`src/rtl/z80fi_insn_capture.sv`:
```
// rtl/z80fi_insn_capture.sv - assembles fetched instruction bytes into a z80fi packet on retire
//
// Purpose:
//   Collects the opcode/operand bytes the core fetches for one instruction,
//   packed little-endian (first byte in z80fi_insn[7:0]), and emits one
//   registered packet (insn, len, pc, err) the cycle after the instruction retires.
//
// Ports:
//   clk, reset          system clock; asynchronous active-high reset
//   fetch_valid         one instruction byte fetched this cycle
//   fetch_first         qualifies fetch_valid: byte is the first opcode byte of a new insn
//   fetch_addr          address of the fetched byte
//   fetch_data          the fetched byte
//   retire              current instruction completed this cycle
//   z80fi_valid         one-cycle pulse, packet outputs valid
//   z80fi_insn          captured bytes, unused upper lanes zero
//   z80fi_insn_len      number of bytes captured (1..MAX_LEN)
//   z80fi_pc_rdata      address of the first opcode byte
//   z80fi_insn_err      packet malformed (overflow, orphan byte, abandoned insn, bad address)
//
// Configuration:
//   Z80FI_INSN_CAPTURE_CHECK_EN  when defined, every non-first byte must sit at pc + count
//                                (16-bit wrap); a mismatch flags the packet as erroneous.

module z80fi_insn_capture #(
  parameter int MAX_LEN = 4
) (
  input  logic                 clk,
  input  logic                 reset,
  input  logic                 fetch_valid,
  input  logic                 fetch_first,
  input  logic [15:0]          fetch_addr,
  input  logic [7:0]           fetch_data,
  input  logic                 retire,
  output logic                 z80fi_valid,
  output logic [8*MAX_LEN-1:0] z80fi_insn,
  output logic [2:0]           z80fi_insn_len,
  output logic [15:0]          z80fi_pc_rdata,
  output logic                 z80fi_insn_err
);

  typedef enum logic {
    IDLE    = 1'b0,
    COLLECT = 1'b1
  } state_t;

  localparam logic [2:0] MAX_CNT = 3'(MAX_LEN);

  state_t               state_q, state_d;
  logic [8*MAX_LEN-1:0] cap_buf_q, cap_buf_d, app_buf, emit_buf;
  logic [2:0]           count_q, count_d, app_count, emit_len;
  logic [15:0]          pc_q, pc_d;
  logic                 err_q, err_d, app_err, emit_err;
  logic                 orphan_q, orphan_d;
  logic                 emit;

  always_ff @(posedge clk or posedge reset) begin
    if (reset) begin
      state_q   <= IDLE;
      cap_buf_q <= '0;
      count_q   <= 3'd0;
      pc_q      <= 16'd0;
      err_q     <= 1'b0;
      orphan_q  <= 1'b0;
    end else begin
      state_q   <= state_d;
      cap_buf_q <= cap_buf_d;
      count_q   <= count_d;
      pc_q      <= pc_d;
      err_q     <= err_d;
      orphan_q  <= orphan_d;
    end
  end

  // Effect of a non-first byte on the open instruction; used both to keep
  // collecting and to build a packet when the byte arrives with retire.
  always_comb begin
    app_buf   = cap_buf_q;
    app_count = count_q;
    app_err   = err_q;
    if (fetch_valid && !fetch_first) begin
      if (count_q >= MAX_CNT) begin
        app_err = 1'b1;
      end else begin
        for (int i = 0; i < MAX_LEN; i++) begin
          if (count_q == 3'(i)) app_buf[i*8 +: 8] = fetch_data;
        end
        app_count = count_q + 3'd1;
`ifdef Z80FI_INSN_CAPTURE_CHECK_EN
        if (fetch_addr != pc_q + {13'd0, count_q}) app_err = 1'b1;
`endif
      end
    end
  end

  always_comb begin
    state_d   = state_q;
    cap_buf_d = cap_buf_q;
    count_d   = count_q;
    pc_d      = pc_q;
    err_d     = err_q;
    orphan_d  = orphan_q;
    emit      = 1'b0;
    emit_buf  = cap_buf_q;
    emit_len  = count_q;
    emit_err  = err_q;

    unique case (state_q)
      IDLE: begin
        if (fetch_valid && fetch_first) begin
          state_d        = COLLECT;
          cap_buf_d      = '0;
          cap_buf_d[7:0] = fetch_data;
          count_d        = 3'd1;
          pc_d           = fetch_addr;
          // A stray byte seen while idle taints the next packet.
          err_d          = orphan_q;
          orphan_d       = 1'b0;
        end else if (fetch_valid) begin
          orphan_d = 1'b1;
        end
      end
      COLLECT: begin
        if (fetch_valid && fetch_first) begin
          // Old insn goes out now; without retire it was abandoned.
          emit           = 1'b1;
          emit_err       = err_q | ~retire;
          cap_buf_d      = '0;
          cap_buf_d[7:0] = fetch_data;
          count_d        = 3'd1;
          pc_d           = fetch_addr;
          err_d          = 1'b0;
        end else begin
          cap_buf_d = app_buf;
          count_d   = app_count;
          err_d     = app_err;
          if (retire) begin
            emit     = 1'b1;
            emit_buf = app_buf;
            emit_len = app_count;
            emit_err = app_err;
            state_d  = IDLE;
          end
        end
      end
      default: state_d = IDLE;
    endcase
  end

  // Packet fields are held between pulses; only z80fi_valid pulses.
  always_ff @(posedge clk or posedge reset) begin
    if (reset) begin
      z80fi_valid    <= 1'b0;
      z80fi_insn     <= '0;
      z80fi_insn_len <= 3'd0;
      z80fi_pc_rdata <= 16'd0;
      z80fi_insn_err <= 1'b0;
    end else begin
      z80fi_valid <= emit;
      if (emit) begin
        z80fi_insn     <= emit_buf;
        z80fi_insn_len <= emit_len;
        z80fi_pc_rdata <= pc_q;
        z80fi_insn_err <= emit_err;
      end
    end
  end

endmodule

```
`config.mk`:
```
export PLATFORM = sky130hd
export DESIGN_NAME = z80fi_insn_capture
export DESIGN_NICKNAME = d
export VERILOG_FILES = /design/src/rtl/z80fi_insn_capture.sv
export SDC_FILE = /design/constraint.sdc
export NUM_CORES = 1
export LEC_CHECK = 0
export ABC_AREA = 1
export BUFFER_PORTS_ARGS = -buffer_cell sky130_fd_sc_hd__buf_2
export CAP_MARGIN = 20
export CORE_MARGIN = 3
export CORE_UTILIZATION = 40
export CTS_CLUSTER_SIZE = 40
export DETAILED_ROUTE_END_ITERATION = 6
export GPL_TIMING_DRIVEN = 1
export MAX_ROUTING_LAYER = met4
export PLACE_DENSITY = 0.64
export SYNTH_ARGS = -nofsm -noshare
export SYNTH_HDL_FRONTEND = slang
export SYNTH_SLANG_ARGS = --single-unit
```
`constraint.sdc`:
```
create_clock -name clk -period 3.68 [get_ports clk]
set_clock_uncertainty 0.05 [all_clocks]
set_input_delay 0.184 -clock clk [delete_from_list [all_inputs] [get_ports clk]]
set_output_delay 0.184 -clock clk [all_outputs]
set_load 0.01 [all_outputs]
```
* Word level (Yosys, flattened, before mapping) *
Cells that the tools add are included.

operators by class
  add/subtract/negate cells = 1
  multiply operators = 0
  divide/modulo/power cells = 0
  $lt $le $gt $ge = 1
  eq/ne operators = 4
  shift-type cells = 0
  mux-type cells = 38
  bitwise logic cells = 3
  reductions and logical operators = 6

operators by type and width
  cell                                            number
  2-to-1 mux 32 bit                               7
  case mux 32 bit (2 select lines)                1
  2-to-1 mux 8 bit                                4
  2-to-1 mux 3 bit                                7
  2-to-1 mux 16 bit                               1
  2-to-1 mux 1 bit                                15
  == test 3 x 2 -> 1 bit (second input constant)  2
  case mux 3 bit (2 select lines)                 1
  case mux 1 bit (2 select lines)                 2
  adder 3 x 1 -> 3 bit (second input constant)    1
  == test 3 x 1 -> 1 bit (second input constant)  1
  >= comparator 3 bit (second input constant)     1
  zero test 3 bit                                 1
  logical AND 1 bit                               2
  inequality test 2 bit (second input constant)   1
  inverter 1 bit                                  2
  AND reduction 2 bit                             1
  nonzero test 2 bit                              1
  zero test 1 bit                                 1
  bitwise OR 1 bit                                1

word-level totals
  bits in registers = 107
  bits in latches = 0
  bits in writable memories = 0
  ROM bits = 0
  bits of input ports = 29
  output and inout bits = 53
  word-level logic and storage cells = 64
  memories = 0

* Logic depth before layout (Yosys ltp) *
  depth in word-level cells = 7
  mapped depth = 8

* Least setup slack after synthesis *
No wires, ideal clock.

  path kind = reg-to-reg
  start = reg count_q[0]
  end = reg cap_buf_q[23]
  library setup time = 0.130 ns
  arrival = 1.310 ns
  data required time = 3.500 ns
  path slack = 2.190 ns
  cell stages (with the launch flop) = 9
  buffers on the path = 1
  period minus slack after synthesis = 1.490 ns
  cell sequence = dfrtp_1 inv_1 ha_1 clkbuf_1 nand3_2 nand2_1 nand2_1 nand2_1 o21ai_0

on the way
  cells in the longest elaborated chain, start to end = 6
  elaborated cells between the ends (all ways) = 7
  those cells by class = order compare (1); eq/ne (1); mux (5)

ends and longest elaborated chain
  item                                                                         RTL line  RTL
  start, declared                                                              51        logic [2:0] count_q, count_d, app_count, emit_len;
  start signal, assigned                                                       68        count_q <= count_d;
  parallel branches: the longest is 2 deep, another holds >= comparator 3 bit  n/a
  2-to-1 mux 32 bit *                                                          82        if (count_q >= MAX_CNT) begin
  2-to-1 mux 32 bit *                                                          81        if (fetch_valid && !fetch_first) begin
  2-to-1 mux 32 bit *                                                          124       if (fetch_valid && fetch_first) begin
  case mux 32 bit (2 select lines) *                                           108       unique case (state_q)
  end signal, assigned                                                         67        cap_buf_q <= cap_buf_d;
  end, declared                                                                50        logic [8*MAX_LEN-1:0] cap_buf_q, cap_buf_d, app_buf, emit_buf;

Every way passes the cells marked *.
A chain may end at the register's enable or synchronous reset.

* Worst setup path in the final report *
  start = reg count_q[2]
  end = reg z80fi_insn[24]

on the way
  cells in the longest elaborated chain, start to end = 7
  elaborated cells between the ends (all ways) = 8
  those cells by class = order compare (1); eq/ne (1); mux (6)

ends and longest elaborated chain
  item                                                                         RTL line  RTL
  parallel branches: the longest is 2 deep, another holds >= comparator 3 bit  n/a
  2-to-1 mux 32 bit *                                                          82
  2-to-1 mux 32 bit *                                                          81
  2-to-1 mux 32 bit *                                                          137       if (retire) begin
  2-to-1 mux 32 bit *                                                          124
  2-to-1 mux 32 bit *                                                          108
  end signal, assigned                                                         161       z80fi_insn <= emit_buf;
  end, declared                                                                36        output logic [8*MAX_LEN-1:0] z80fi_insn,

Marks and branches as above.

==> results.toml <==
[grt]
grt_use_total = 0.2037
grt_pass1_wl_mm = 23.11
grt_max_degree = 59
overflow = 0
antenna_found_initial = 0
grt_pass1_vias = 4565

[worst_setup_path]
reg2regPathDepth = 7
r2r_slack_ns = 1.62
critPathRequiredTime_ns = 3.87
cp-start-kind = "register"
arrival_ns = 2.24
cp_max_fo = 27
end_kind = "register"
setup.worst_path.class = "reg2reg"

[timing]
fin_ws_ns = 1.624
maxSlewViolCount = 0
worst_pin_slew_ns = 0.7544
final-hold-violation-count = 1
fmax_ghz = 0.4863
finalSetupViolations = 0
timing.hold.ws_ns = -0.001197
rsz0062_at_grt = "false"
period_share = 0.5587
timing.slew.headroom = 0.4971
tns_ns = 0
finalCriticalPeriod_ns = 2.056

[floorplanning]
io_pins = 82
die_area_um2 = 14330
core_area_um2 = 12310
num_rows = 40
die_y_um = 119.7
die_width_um = 119.7
initial_utilization = 0.4201

[finish]
syn_to_final_growth_pct = 18.84
antenna_cells = 0
num-nets-final = 794
final_cells = 934
mostFrequentLayoutCells = "nand2_1, dfrtp_1, buf_2"
final_common_cell = "nand2_1"
final_layout_size_suffix_gt1_frac = 0.1514

[place]
place_inst = 902
io_buffer_count = 81
place_congestion = 0.8255
hpwl_mm = 8.726
dp_slack_ns = 1.624

[clocking]
htree_levels = 3
cts_inserted_buffers = 9
cts_resized = 0
worstSkewPairLatency_ns = 0.35
cts_sinks = 107
cts_tree = "done"
clk_pin_slew_ns = 0.08
clock-root-buffer = "clkbuf_16"
clockBufferDepth = 2

[synth]
post_synth_instance_area_um2 = 5172
syn_nets = 715
synth_mux_area_frac = 0
synth_fa_ha_area_frac = 0.009676
yosysSeqAreaShare = 0.5177
synth_xor_area_frac = 0
yosysWarnings = 0
avgSynthCellArea_um2 = 7.584
synth-simple-area-share = 0.3520
ys_types = 20
synth_area_leaders = "dfrtp_1, nand2_1, nand3_1"
synth_compound_area_frac = 0.05128
synthCells = 682
synth_top_family_by_area = "simple AND/OR/NAND/NOR gates"
synth_area_leader_cell = "dfrtp_1"
yosysTopAreaCellShare = 0.5177
synth_seq_cells = 107

[route]
totalWireLength_mm = 13.62
ant_nets = 0
dr.pass1.iters = 5
drt_first_iter_violations = 336
vias = 4614
avgViaCountPerCell = 4.940
drc = 0
routedWlPerCell_um = 14.58

[status]
status = "finished, violations left"
failed_checks = "hold timing"

[pwr]
power_density_nw_per_um2 = 528.6
peakVddDrop_v = 0.0002883
p_leak_uw = 0.003260

[hold_path]
holdCritPathClass = "in2reg"
hold_path_depth = 3

[flow_run]
drv_cap = 0
[stage by stage]
step / cell area [um2] / util / hold WS [ns] / total power [uW]
floorplan: 5172 / - / 0.2436 / 1955
global placement: 5650 / 0.4589 / 0.3317 / 2229
detailed placement: 5678 / 0.4612 / 0.3285 / 2250
CTS: 6147 / 0.4993 / 0.001427 / 3283
global route: 6147 / 0.4993 / 0.02257 / 3444
finish: 6147 / 0.4993 / -0.001197 / 3249
[layer usage]
layer / vias to the layer above / global-route usage / routed length (um)
li1: 2322 / - / -
met3: 14 / 0.02969 / 771
met4: 0 / 0.06514 / 209
met5: - / - / 0
met2: 139 / 0.3291 / 6404
met1: 2139 / 0.2669 / 6234
[logic make-up (layout without fill, tap and decap cells)]
kind of cell,count (synthesis),after routing
buffers and inverters,77,161
and+or+nand+nor,442,442
adders and majority gates,4,4
AOI/OAI and AO/OA,52,52
DFF,107,107
[worst paths after layout]
path,start,to
min,fetch_addr[12],pc_q[12]
max reg2reg,count_q[2],z80fi_insn[24]
min in group asynchronous,reset,z80fi_insn[25]
min reg2reg,pc_q[11],z80fi_pc_rdata[11]
max in group asynchronous,reset,pc_q[7]
max,count_q[2],z80fi_insn[24]
[what timing repair did]
item / in CTS / in global routing
hold buffers: 16 / 0
endpoints found under the hold margin: 71 / 0
setup buffers: 0 / 0
[cell usage after synthesis]
library cell	instances
buf_6	5
a21oi_1	24
buf_4	2
buf_1	1
nand3_1	48
o21ai_0	16
buf_2	20
nand3_2	3
o221ai_1	1
nand2_1	330
nor2_1	28
inv_2	1
clkbuf_1	12
o21ai_1	10
inv_1	36
dfrtp_1	107
ha_1	4
nor2_2	1
nand4_1	32
a31oi_1	1
[flip-flops by register name, summed over array words and instances (netlist names)]
register        cells
cap_buf_q          32
z80fi_insn         32
pc_q               16
z80fi_pc_rdata     16
count_q             3
z80fi_insn_len      3
err_q               1
orphan_q            1
state_q             1
z80fi_insn_err      1
z80fi_valid         1
[critical path, stage by stage (launching register included)]
cell	delay, ns
dfrtp_1	0.40
inv_1	0.36
buf_4	0.37
nand3_1	0.31
nand2_1	0.18
nand3_1	0.08
nand2_1	0.12
nand2_1	0.06
[where the power goes]
group          switching [uW]  internal, uW  leakage (uW)
registers                 122          1380       0.00135
logic                     458           276       0.00176
clock network             471           542      0.000149
[cell type report]
cell class | instances | area, um2
clock buffer | 9 | 225.2
clock inverter | 7 | 83.83
fill | 1249 | 6165
inverter | 37 | 141.4
multi-input combinational | 498 | 2141
sequential | 107 | 2678
tap | 168 | 210.2
timing repair buffer | 108 | 668.1
(Power assumes the default switching activity.)
